==> config.mk <==
export PLATFORM = sky130hd
export DESIGN_NAME = glitch_param_programmer_flat
export DESIGN_NICKNAME = d
export VERILOG_FILES = /design/src/rtl/glitch_prog_pkg.sv /design/src/rtl/glitch_prog_if.sv /design/src/rtl/glitch_prog_tick.sv /design/src/rtl/glitch_param_programmer.sv /design/src/flat_wrapper.sv
export SDC_FILE = /design/constraint.sdc
export NUM_CORES = 1
export LEC_CHECK = 0
export ABC_AREA = 1
export CELL_PAD_IN_SITES_DETAIL_PLACEMENT = 0
export CELL_PAD_IN_SITES_GLOBAL_PLACEMENT = 1
export CORE_UTILIZATION = 25
export CTS_CLUSTER_SIZE = 28
export DETAILED_ROUTE_END_ITERATION = 8
export PLACE_DENSITY = 0.54
export RECOVER_POWER = 25
export SYNTH_ARGS = -nofsm -noshare
export SYNTH_HDL_FRONTEND = slang
export SYNTH_SLANG_ARGS = --single-unit
export TNS_END_PERCENT = 5
==> constraint.sdc <==
create_clock -name host_clk -period 5.1 [get_ports host_clk]
set_input_delay 1.02 -clock host_clk [delete_from_list [all_inputs] [get_ports host_clk]]
set_output_delay 1.02 -clock host_clk [all_outputs]
set_load 0.02 [all_outputs]
==> src/rtl/glitch_prog_pkg.sv <==
// glitch_prog_pkg -- shared constants and types for the glitch parameter programmer.
//   TARGET_W_DEFAULT    : default width of one glitch target
//   SEL_IO / SEL_CLK    : target select encoding carried in the select beat
//   DEFAULT_*_TARGET    : receiver/shadow values after reset
//   state_e             : serialiser FSM state encoding
package glitch_prog_pkg;

  localparam int unsigned TARGET_W_DEFAULT   = 33;
  localparam logic        SEL_IO             = 1'b1;
  localparam logic        SEL_CLK            = 1'b0;
  localparam int unsigned DEFAULT_IO_TARGET  = 720;
  localparam int unsigned DEFAULT_CLK_TARGET = 13255;

  typedef enum logic [2:0] {
    ST_IDLE   = 3'd0,
    ST_SEL_LO = 3'd1,
    ST_SEL_HI = 3'd2,
    ST_BIT_LO = 3'd3,
    ST_BIT_HI = 3'd4,
    ST_DONE   = 3'd5
  } state_e;

endpackage

==> src/rtl/glitch_prog_if.sv <==
// glitch_prog_if -- host request and serial programming bus.
//   start/sel/value : host -> programmer request (sampled together)
//   busy/done       : programmer status
//   prog_clk/prog_reset/prog_io : serial frame towards the glitch trigger
// Modports: master = host side, slave = programmer side.
interface glitch_prog_if #(
  parameter int unsigned TARGET_W = 33
);
  logic                start;
  logic                sel;
  logic [TARGET_W-1:0] value;
  logic                busy;
  logic                done;
  logic                prog_clk;
  logic                prog_reset;
  logic                prog_io;

  modport master (
    output start, sel, value,
    input  busy, done, prog_clk, prog_reset, prog_io
  );

  modport slave (
    input  start, sel, value,
    output busy, done, prog_clk, prog_reset, prog_io
  );
endinterface

==> src/rtl/glitch_prog_tick.sv <==
// glitch_prog_tick -- phase timer; phase_end pulses in the last cycle of each
// HALF_PERIOD-cycle phase.
//   clk, rst   : clock, asynchronous active-high reset
//   restart    : hold the count at zero (next phase starts fresh)
//   phase_end  : one-cycle pulse, last cycle of the current phase
module glitch_prog_tick #(
  parameter int unsigned HALF_PERIOD = 4
) (
  input  logic clk,
  input  logic rst,
  input  logic restart,
  output logic phase_end
);

  localparam logic [7:0] LAST = 8'(HALF_PERIOD - 1);

  logic [7:0] cnt_q;
  logic [7:0] cnt_d;

  // next count: cleared on restart, wraps at the end of each phase
  always_comb begin
    cnt_d = cnt_q;
    if (restart) begin
      cnt_d = 8'd0;
    end else if (cnt_q == LAST) begin
      cnt_d = 8'd0;
    end else begin
      cnt_d = cnt_q + 8'd1;
    end
  end

  assign phase_end = !restart && (cnt_q == LAST);

  // phase counter register
  always_ff @(posedge clk or posedge rst) begin
    if (rst) begin
      cnt_q <= 8'd0;
    end else begin
      cnt_q <= cnt_d;
    end
  end

endmodule

==> src/rtl/glitch_param_programmer.sv <==
// glitch_param_programmer -- serialises one glitch target per start request.
// A frame is one select beat (prog_reset=0, prog_io=sel) followed by TARGET_W
// data beats (prog_reset=1, MSB first); each beat is a LO then HI phase of
// HALF_PERIOD host clocks. Data is changed only on LO entry.
//   host_clk, host_reset : clock, asynchronous active-high reset
//   bus (slave)          : start/sel/value in, busy/done/prog_* out
//   io_target_q, clk_target_q : local copies of the programmed targets,
//                          present only when GLITCH_PROG_SHADOW_EN is defined
module glitch_param_programmer
  import glitch_prog_pkg::*;
#(
  parameter int unsigned HALF_PERIOD = 4,
  parameter int unsigned TARGET_W    = TARGET_W_DEFAULT
) (
  input  logic                host_clk,
  input  logic                host_reset,
  glitch_prog_if.slave        bus
`ifdef GLITCH_PROG_SHADOW_EN
  ,
  output logic [TARGET_W-1:0] io_target_q,
  output logic [TARGET_W-1:0] clk_target_q
`endif
);

  localparam logic [2:0] IDLE   = ST_IDLE;
  localparam logic [2:0] SEL_LO = ST_SEL_LO;
  localparam logic [2:0] SEL_HI = ST_SEL_HI;
  localparam logic [2:0] BIT_LO = ST_BIT_LO;
  localparam logic [2:0] BIT_HI = ST_BIT_HI;
  localparam logic [2:0] DONE   = ST_DONE;

  localparam int unsigned      CNT_W     = $clog2(TARGET_W + 1);
  localparam logic [CNT_W-1:0] LAST_BEAT = CNT_W'(TARGET_W - 1);

  logic [2:0]          state_q, state_d;
  logic [CNT_W-1:0]    beat_q, beat_d;
  // Rotated left once per data beat; after TARGET_W beats it equals the
  // latched value again, so no separate copy is needed for the shadows.
  logic [TARGET_W-1:0] data_q, data_d;
  logic                prog_clk_q, prog_clk_d;
  logic                prog_reset_q, prog_reset_d;
  logic                prog_io_q, prog_io_d;
  logic                busy_q, busy_d;
  logic                done_q, done_d;
  logic                phase_end;
  logic                tick_restart;

  assign tick_restart = (state_q == IDLE) || (state_q == DONE);

  glitch_prog_tick #(.HALF_PERIOD(HALF_PERIOD)) u_tick (
    .clk       (host_clk),
    .rst       (host_reset),
    .restart   (tick_restart),
    .phase_end (phase_end)
  );

  // FSM next state and registered outputs, computed together so that outputs
  // change on the same edge as the state
  always_comb begin
    state_d      = state_q;
    beat_d       = beat_q;
    data_d       = data_q;
    prog_clk_d   = prog_clk_q;
    prog_reset_d = prog_reset_q;
    prog_io_d    = prog_io_q;
    busy_d       = busy_q;
    done_d       = 1'b0;
    case (state_q)
      IDLE: begin
        if (bus.start) begin
          state_d      = SEL_LO;
          data_d       = bus.value;
          beat_d       = '0;
          prog_clk_d   = 1'b0;
          prog_reset_d = 1'b0;
          prog_io_d    = bus.sel;
          busy_d       = 1'b1;
        end else begin
          prog_clk_d   = 1'b0;
          prog_reset_d = 1'b0;
          prog_io_d    = 1'b0;
          busy_d       = 1'b0;
        end
      end
      SEL_LO, BIT_LO: begin
        if (phase_end) begin
          state_d    = (state_q == SEL_LO) ? SEL_HI : BIT_HI;
          prog_clk_d = 1'b1;
        end else begin
          state_d = state_q;
        end
      end
      SEL_HI: begin
        if (phase_end) begin
          state_d      = BIT_LO;
          prog_clk_d   = 1'b0;
          prog_reset_d = 1'b1;
          prog_io_d    = data_q[TARGET_W-1];
          data_d       = {data_q[TARGET_W-2:0], data_q[TARGET_W-1]};
        end else begin
          state_d = state_q;
        end
      end
      BIT_HI: begin
        if (phase_end && (beat_q == LAST_BEAT)) begin
          state_d      = DONE;
          prog_clk_d   = 1'b0;
          prog_reset_d = 1'b0;
          prog_io_d    = 1'b0;
          done_d       = 1'b1;
        end else if (phase_end) begin
          state_d    = BIT_LO;
          beat_d     = beat_q + CNT_W'(1);
          prog_clk_d = 1'b0;
          prog_io_d  = data_q[TARGET_W-1];
          data_d     = {data_q[TARGET_W-2:0], data_q[TARGET_W-1]};
        end else begin
          state_d = state_q;
        end
      end
      DONE: begin
        state_d = IDLE;
        busy_d  = 1'b0;
      end
      default: begin
        state_d      = IDLE;
        prog_clk_d   = 1'b0;
        prog_reset_d = 1'b0;
        prog_io_d    = 1'b0;
        busy_d       = 1'b0;
      end
    endcase
  end

  // FSM, beat counter, data and output registers
  always_ff @(posedge host_clk or posedge host_reset) begin
    if (host_reset) begin
      state_q      <= IDLE;
      beat_q       <= '0;
      data_q       <= '0;
      prog_clk_q   <= 1'b0;
      prog_reset_q <= 1'b0;
      prog_io_q    <= 1'b0;
      busy_q       <= 1'b0;
      done_q       <= 1'b0;
    end else begin
      state_q      <= state_d;
      beat_q       <= beat_d;
      data_q       <= data_d;
      prog_clk_q   <= prog_clk_d;
      prog_reset_q <= prog_reset_d;
      prog_io_q    <= prog_io_d;
      busy_q       <= busy_d;
      done_q       <= done_d;
    end
  end

  assign bus.busy       = busy_q;
  assign bus.done       = done_q;
  assign bus.prog_clk   = prog_clk_q;
  assign bus.prog_reset = prog_reset_q;
  assign bus.prog_io    = prog_io_q;

`ifdef GLITCH_PROG_SHADOW_EN
  logic                sel_q, sel_d;
  logic [TARGET_W-1:0] io_target_d;
  logic [TARGET_W-1:0] clk_target_d;

  // shadow next values: select latched with start, target loaded on DONE entry
  always_comb begin
    sel_d        = sel_q;
    io_target_d  = io_target_q;
    clk_target_d = clk_target_q;
    if ((state_q == IDLE) && bus.start) begin
      sel_d = bus.sel;
    end else begin
      sel_d = sel_q;
    end
    if ((state_d == DONE) && (state_q != DONE)) begin
      if (sel_q == SEL_IO) begin
        io_target_d = data_q;
      end else begin
        clk_target_d = data_q;
      end
    end else begin
      io_target_d  = io_target_q;
      clk_target_d = clk_target_q;
    end
  end

  // shadow registers
  always_ff @(posedge host_clk or posedge host_reset) begin
    if (host_reset) begin
      sel_q        <= SEL_CLK;
      io_target_q  <= TARGET_W'(DEFAULT_IO_TARGET);
      clk_target_q <= TARGET_W'(DEFAULT_CLK_TARGET);
    end else begin
      sel_q        <= sel_d;
      io_target_q  <= io_target_d;
      clk_target_q <= clk_target_d;
    end
  end
`endif

endmodule
==> src/flat_wrapper.sv <==
// flat-port wrapper written by rule: the top's interface ports become plain ports
module glitch_param_programmer_flat import glitch_prog_pkg::*;
#(
  parameter int unsigned HALF_PERIOD = 4,
  parameter int unsigned TARGET_W    = TARGET_W_DEFAULT
)
  (host_clk, host_reset, bus_start, bus_sel, bus_value, bus_busy, bus_done, bus_prog_clk, bus_prog_reset, bus_prog_io);
  glitch_prog_if #(.TARGET_W(TARGET_W)) bus_i ();
  input  logic host_clk;
  input  logic host_reset;
  input wire logic [$bits(bus_i.start)-1:0] bus_start;
  input wire logic [$bits(bus_i.sel)-1:0] bus_sel;
  input wire logic [$bits(bus_i.value)-1:0] bus_value;
  output wire logic [$bits(bus_i.busy)-1:0] bus_busy;
  output wire logic [$bits(bus_i.done)-1:0] bus_done;
  output wire logic [$bits(bus_i.prog_clk)-1:0] bus_prog_clk;
  output wire logic [$bits(bus_i.prog_reset)-1:0] bus_prog_reset;
  output wire logic [$bits(bus_i.prog_io)-1:0] bus_prog_io;
  assign bus_i.start = bus_start;
  assign bus_i.sel = bus_sel;
  assign bus_i.value = bus_value;
  assign bus_busy = bus_i.busy;
  assign bus_done = bus_i.done;
  assign bus_prog_clk = bus_i.prog_clk;
  assign bus_prog_reset = bus_i.prog_reset;
  assign bus_prog_io = bus_i.prog_io;
  glitch_param_programmer #(.HALF_PERIOD(HALF_PERIOD), .TARGET_W(TARGET_W)) u_core (.host_clk(host_clk), .host_reset(host_reset), .bus(bus_i));
endmodule
## After elaboration in Yosys (flattened, before gate mapping)

Index checks and enable logic that the tools add are counted.

- Bits in registers: 55
- Logic and storage cells: 71
- Bits in latches: 0
- Memories: 0
- Input port bits: 37
- Memory bits (read-only): 0
- Bits in writable memories: 0

- $lt $le $gt $ge: 0
- Divide/modulo/power cells: 0
- Mux-type cells: 30
- Equal/unequal tests: 13
- Multipliers: 0
- Shift operators: 0
- Add/subtract/negate cells: 2
- Bitwise logic cells: 2
- Reduce and logical (&&, ||, !) cells: 15

Operators by type and width:

| cell | count |
|---|---|
| 33-bit two-way mux | 3 |
| 33-bit one-hot mux with 3 select lines | 1 |
| 6-bit two-way mux | 3 |
| 8-bit two-way mux | 2 |
| 3-bit two-way mux | 5 |
| 3-bit one-hot mux with 4 select lines | 1 |
| 6-bit one-hot mux with 2 select lines | 1 |
| 1-bit two-way mux | 10 |
| 8-bit by 1-bit adder with 8-bit output (second input constant) | 1 |
| 8-bit by 2-bit equality test with 1-bit output (second input constant) | 1 |
| 2-bit by 1-bit inequality test with 1-bit output (second input constant) | 4 |
| 1-bit one-hot mux with 4 select lines | 2 |
| 6-bit by 1-bit adder with 6-bit output (second input constant) | 1 |
| 3-bit by 2-bit equality test with 1-bit output (second input constant) | 2 |
| 3-bit equality test (second input constant) | 2 |
| 6-bit equality test (second input constant) | 1 |
| 3-bit AND reduction | 2 |
| 2-bit inequality test (second input constant) | 2 |
| 2-bit AND reduction | 2 |
| 4-bit AND reduction | 1 |
| 4-bit OR reduction | 1 |
| 3-bit by 1-bit equality test with 1-bit output (second input constant) | 1 |
| 3-bit logical NOT | 1 |
| 1-bit one-hot mux with 3 select lines | 1 |
| other kinds (9) | 11 |

## Longest topological paths before layout

Gate-level depths: netlist of the first run.

- Word-level depth: 7
- Mapped depth: 10
- Gate-level depth less buffers: 10

## By module

From an unflattened synthesis of the first run, not the netlist that was laid out.

- Cells, all modules: 425
- Area, all modules: 3047.9 µm²

By module, submodules not included:

| module | cells an instance | sequential area each (µm²) | instances | area an instance (µm²) |
|---|---|---|---|---|
| glitch_param_programmer | 370 | 1176.1 | 1 | 2611.3 |
| glitch_prog_tick | 55 | 200.2 | 1 | 436.7 |

## Worst setup path after synthesis of the first run

No wires, ideal clock.

- Path type: input to register
- Start: in bus_start
- End: reg u_core.data_q[17]
- Path slack: 3.410 ns
- Setup time: 0.117 ns
- Stages on the path: 6
- Arrival time: 1.573 ns
- Cells stage by stage: nand2_4 > nand2_4 > nand3_4 > buf_8 > nand2_1 > nand2_1

- Longest elaborated chain between the ends: 2

Ends and longest elaborated chain:

| element | line | text |
|---|---|---|
| start, declared | flat_wrapper.sv:11 | `input wire logic [$bits(bus_i.start)-1:0] bus_start;` |
| 2-bit inequality test (no line) | - |  |
| 3-bit AND reduction (no line) | - |  |
| end signal, assigned | glitch_param_programmer.sv:149 | `data_q <= data_d;` |
| end, declared | glitch_param_programmer.sv:39 | `logic [TARGET_W-1:0] data_q, data_d;` |

Every way passes these cells.
A chain may end at the register's enable or synchronous reset.

## Worst setup path in the final report of the first run

- Start: in bus_start
- End: reg u_core.data_q[26]

The elaborated chain is that of the path after synthesis.

==> run summary, run 1 <==
status -> finished clean
initial DRC count -> 201
clock skew -> 0.00687 ns
switch share -> 20.2%
Top FF cell, synth -> dfrtp_1
Worst-Skew Late Latency -> 0.30 ns
RSZ-0062 raised after global routing -> no
total power -> 936 uW
Diodes inserted -> 0
Horiz. Die Dim -> 114 um
mux cell area share after synthesis -> 0%
delay-heaviest family, CP -> simple AND/OR/NAND/NOR gates
GRT met2 Usage -> 19.6%
Fin Setup TNS -> 0 ns
CP Capture Type -> flop
crit start category -> input port
Residual DRC -> 0
Post-layout nets -> 495
Max Fanout on Critical Path -> 35
Area Overhead vs Synth -> 21.6%
top-area cell type share of the netlist area -> 43.5%
setup ws final -> 2.26 ns
first-pass GRT wire length -> 12900 um
gr usage total -> 12.7%
DR vias -> 2732
met3 usage -> 2.44%
xor-xnor portion of the synthesized cell area -> 1.38%
# setup viols final -> 0
DRT Pass-1 Iters -> 4
Via density -> 4.38
Initial Utilization -> 26.0%
flops & latches, synth -> 55
Longest Clk Path Bufs -> 2
clock sink count -> 55
internal power -> 747 uW
Mapped Area -> 0.00316 mm^2
TritonCTS clock tree -> yes
CTS hold repair buffers -> 0
RePlAce Congestion -> 0.754
Synth Area in Simple Gates -> 46.0%
CP max-delay cell -> nand3_4
vias in the first global route -> 2548
number of synthesized flops with an enable pin -> 0
met1 Track Usage GR -> 18.0%
Slew @ Worst Pin -> 1.19 ns
Clk pwr share -> 48.1%
CP Class -> input port to flop
die height -> 114 um
largest net degree at the start of global routing -> 36
Synth area leader -> dfrtp_1
global route overflow -> 0
routed length per instance -> 12.7 um
f_max -> 352 MHz
final cycle utilization of the critical path -> 55.6%
top-count cell post-synth -> nand2_1
Fin. Hold Viols -> 0
maximum vdd drop -> 0.104 mV
core area -> 0.0122 mm^2
post-synthesis instance total -> 423
setup bufs post-CTS -> 0
Synthesis Warnings -> 0
Final Hold Slack -> 0.468 ns
clock root cell -> clkbuf_16
register share of total power -> 46.5%
synth top area cells -> dfrtp_1 (44%), nand2_1 (22%), nand2_2 (7.3%), nand4_1 (6.7%), nand3_1 (2.7%)
total wire length -> 7930 um
Tmin final -> 2.84 ns
share of cells above drive strength 1 -> 12.7%
largest stage delay on the critical path -> 0.55 ns
Crit path top cell by count -> nand2_1
Comb pwr share -> 5.4%
register area share after synthesis -> 43.5%
dpl ws -> 2.08 ns
Slew HR -> 20.4%
CP Buf/Inv Count -> 1
Unique masters post-synth -> 24
die footprint -> 0.0131 mm^2
Post-synth ARST share -> 100%
hpwl dp -> 5020 um
post-route antenna net violation count -> 0
io pins -> 42
initial antenna violation count -> 0
clock slew at reported path FFs -> 0.08 ns
adder-cell area share of the yosys netlist -> 1.19%
Hold WC Path Type -> flop to flop
post-synthesis compound-gate area fraction -> 1.31%
top post-synthesis cells by count -> nand2_1 (185), dfrtp_1 (55), nand2_2 (37)
port bufs -> 41
largest family of logic cells by synthesized area -> simple AND/OR/NAND/NOR gates
CTS Buf Count -> 5
max_cap viols -> 0
fin. max-slew vios -> 0
H-tree levels -> 2
pwr dens -> 243 mW/mm^2
Core Util, Final -> 31.6%
Synthesized Nets -> 463
WP data required -> 5.29 ns
Syn Area/Cell -> 7.48 um^2
P_leak -> 0.00200 uW
post_cts resized -> 0
peak-usage layer in the global routing report -> met2
num rows -> 40
CP arrival -> 3.03 ns
CP Cell Sequence -> clkdlybuf4s50_1 > nand2_1 > nand2_4 > nand3_4 > nand2_1 > nand2_1
Sw Pwr -> 189 uW
[metal layers]
metal	wire length, um	up-vias
met5	0	-
met4	91	0
met3	280	8
met2	3450	51
met1	4110	1266
li1	-	1407
[kinds of logic after synthesis]
family	Yosys count
AO/OA/AOI/OAI	8
AND/OR/NAND/NOR	310
flip-flops	55
buffers and inverters	42
adder cells (fa/ha/maj)	3
XOR/XNOR	5
[path summary, 6_finish.rpt]
path	from	end	slack, ns	cells after the start
worst max register to register	u_core.state_q[1]	u_core.data_q[26]	2.27	8
worst max-delay path	bus_start	u_core.data_q[26]	2.26	6
worst min register to register	u_core.u_tick.cnt_q[0]	u_core.u_tick.cnt_q[0]	0.47	1
min in group asynchronous	host_reset	u_core.u_tick.cnt_q[3]	1.48	2
worst min-delay path	u_core.u_tick.cnt_q[0]	u_core.u_tick.cnt_q[0]	0.47	1
max in group asynchronous	host_reset	u_core.data_q[7]	2.61	3
[cell usage in the layout (no fill, tap or decap), drive strengths merged, types with 3 or more instances in the layout]
| master | n |
|---|---|
| clkbuf | 6 |
| nand3 | 18 |
| nor2 | 24 |
| xor2 | 5 |
| ha | 3 |
| a21oi | 5 |
| nand4 | 35 |
| clkdlybuf4s50 | 40 |
| inv | 24 |
| nor3b | 3 |
| nand2 | 226 |
| dfrtp | 55 |
[worst reg2reg max path: stages (launching register included)]
cell and delay, ns:
dfrtp_1 0.46, inv_1 0.12, nand2_2 0.07, nand2_2 0.09, nand2_2 0.38, nand2_2 0.75, nand3_4 0.59, nand2_1 0.20
nand2_1 0.07
[metrics by stage]
stage / std cells / instance area (um^2)
after floorplan: 423 / 3160
after global placement: 616 / 3680
after detailed placement: 616 / 3680
after CTS: 624 / 3870
after global routing: 624 / 3840
final: 624 / 3840
[power groups by stage]
stage / logic [uW] / registers [uW] / clock network, uW
after floorplan: 16.7 / 444 / 0
after global placement: 52.6 / 444 / 0
after detailed placement: 52.2 / 444 / 0
after CTS: 52.7 / 436 / 466
after global routing: 57.3 / 436 / 479
final: 50.5 / 436 / 450
[state kept, by name, summed over array words and instances, names as in the netlist]
| signal | flops |
|---|---|
| u_core.bus.prog_io | 1 |
| u_core.beat_q | 6 |
| u_core.bus.busy | 1 |
| u_core.state_q | 3 |
| u_core.bus.prog_clk | 1 |
| u_core.bus.done | 1 |
| u_core.data_q | 33 |
| u_core.bus.prog_reset | 1 |
| u_core.u_tick.cnt_q | 8 |
[cell type report]
type                            instances  area, um^2
Clock buffer                            6         129
Clock inverter                          2        60.1
Fill cell                            1333        8320
Inverter                               24        90.1
Multi-Input combinational cell        326        1550
Sequential cell                        55        1380
Tap cell                              168         210
Timing Repair Buffer                   43         425
No activity file was read; power rests on OpenSTA's default activity.
==> inputs of run 2 (changes only) <==
PLACE_DENSITY = 0.56   (was 0.54)
clock period = 2.25 ns   (was 5.1 ns; I/O delays follow)
==> run 2 against run 1 <==
  * Register-to-register slack worse by 1.8 ns
  * Core utilization is 0.75 points higher
  * Sequential power is 130% higher
  * Critical path type is now flop to flop
  * Largest cell class unchanged
==> run summary, run 2 (synthesized netlist as in run 1, its figures left out) <==
status -> finished clean
io pins -> 42 (unchanged)
maximum vdd drop -> 0.272 mV (+160%)
pwr dens -> 519 mW/mm^2 (+110%)
largest net degree at the start of global routing -> 56 (+56%)
Hold WC Path Type -> flop to flop
most frequent cells in the layout -> nand2_1 (185), dfrtp_1 (55), clkdlybuf4s50_1 (41), nand2_2 (37), nand4_1 (34)
Max Fanout on Critical Path -> 25 (-29%)
CP Capture Type -> flop
RSZ-0062 raised after global routing -> no
Slew HR -> 13.2% (-7.2 points)
CP Buf/Inv Count -> 3 (+2)
delay-heaviest family, CP -> simple AND/OR/NAND/NOR gates
WP data required -> 2.44 ns (-2.85 ns)
num rows -> 40 (unchanged)
core area -> 0.0122 mm^2 (unchanged)
P_leak -> 0.00205 uW (+2.2%)
initial DRC count -> 91 (-55%)
RePlAce Congestion -> 0.757 (+0.45%)
routed length per instance -> 12.4 um (-2.5%)
Fillers -> 1325 (-0.60%)
clock sink count -> 55 (unchanged)
CP max-delay cell -> dfrtp_1
post-route antenna net violation count -> 0 (unchanged)
Core Util, Final -> 32.4% (+0.75 points)
initial antenna violation count -> 0 (unchanged)
Residual DRC -> 0 (unchanged)
Largest register FFs -> 33 (unchanged)
final cycle utilization of the critical path -> 80.4%
total wire length -> 7810 um (-1.6%)
CTS Buf Count -> 5 (unchanged)
Slew @ Worst Pin -> 1.30 ns (+0.110 ns)
# setup viols final -> 0 (unchanged)
Post-layout nets -> 501 (+1.2%)
DR vias -> 2752 (+0.73%)
f_max -> 553 MHz
DRT Pass-1 Iters -> 4 (unchanged)
most common cell after layout, fill and taps aside -> nand2_1
largest stage delay on the critical path -> 0.48 ns (-0.07 ns)
setup bufs post-CTS -> 0 (unchanged)
clock root cell -> clkbuf_16
vias in the first global route -> 2748 (+7.8%)
clock slew at reported path FFs -> 0.07 ns (about the same)
Worst-Skew Late Latency -> 0.30 ns (about the same)
Crit path top cell by count -> nand2_2
port bufs -> 41 (unchanged)
first-pass GRT wire length -> 13500 um (+4.7%)
die footprint -> 0.0131 mm^2 (unchanged)
Longest Clk Path Bufs -> 2 (unchanged)
Area Overhead vs Synth -> 24.4%
Via density -> 4.37 (-0.23%)
clock skew -> 0.00585 ns (-0.00102 ns)
TritonCTS clock tree -> yes
Fin Setup TNS -> 0 ns (unchanged)
fin. max-slew vios -> 0 (unchanged)
hpwl dp -> 5210 um (+3.7%)
global route overflow -> 0 (unchanged)
CP arrival -> 1.99 ns (-1.04 ns)
CP Cell Sequence -> inv_2 > nand2_2 > nand2_2 > nand2_2 > nand2_2 > buf_4 > o22ai_1 > inv_1
CTS hold repair buffers -> 0 (unchanged)
share of cells above drive strength 1 -> 14.9% (+2.2 points)
Fin. Hold Viols -> 0 (unchanged)
Most flops, register -> u_core.data_q
Initial Utilization -> 26.0% (unchanged)
Diodes inserted -> 0 (unchanged)
post_cts resized -> 0 (unchanged)
Horiz. Die Dim -> 114 um (unchanged)
max_cap viols -> 0 (unchanged)
Tmin final -> 1.81 ns
crit start category -> flop
die height -> 114 um (unchanged)
H-tree levels -> 2 (unchanged)
top flop regs -> u_core.data_q (33), u_core.u_tick.cnt_q (8), u_core.beat_q (6)
gr usage total -> 13.1% (+0.33 points)
CP Class -> flop to flop
-- run 2: path summary, 6_finish.rpt --
| path | start | endpoint | slack [ns] | cells past startpoint |
|---|---|---|---|---|
| worst max-delay path | u_core.state_q[1] | u_core.state_q[0] | 0.44 | 8 |
| worst min register to register | u_core.u_tick.cnt_q[0] | u_core.u_tick.cnt_q[0] | 0.47 | 1 |
| min in group asynchronous | host_reset | u_core.u_tick.cnt_q[5] | 0.90 | 3 |
| max in group asynchronous | host_reset | u_core.data_q[32] | 0.56 | 3 |
| worst min-delay path | u_core.u_tick.cnt_q[0] | u_core.u_tick.cnt_q[0] | 0.47 | 1 |
| worst max register to register | u_core.state_q[1] | u_core.state_q[0] | 0.44 | 8 |
-- run 2: report_power, final --
part / internal [uW] / total [uW] / switching [uW]
Combinational: 65.9 / 115 / 48.8
Sequential: 987 / 987 / 0
Clock: 561 / 941 / 380
-- run 2: cell type report --
class	instances	area, um^2	area share (%)
clock buffers	6	139	3.53
clock inverters	2	38.8	0.985
inverters	24	90.1	2.29
multi-input cells	326	1580	40.1
flip-flops and latches	55	1380	35.0
well taps	168	210	5.34
repair buffers	49	505	12.8
-- run 2: stage by stage --
step,total power [uW],area [um^2],instances,hold WS (ns),setup slack (ns)
2_1_floorplan,1050,3160,423,0.429,0.457
6_report,2040,3940,630,0.465,0.441
3_5_place_dp,1130,3770,622,0.459,0.351
4_1_cts,2090,3950,630,0.471,0.416
5_1_grt,2130,3940,630,0.502,0.194
3_3_place_gp,1130,3770,622,0.454,0.371
-- run 2: metal layers --
metal  vias up  share of wire (%)  global-route usage, %
li1       1420                  -                      -
met1      1280                 51                   18.2
met2        44                 45                   20.8
met3         8                2.9                   1.80
met4         0                1.4                   4.42
met5         -                  0                      0
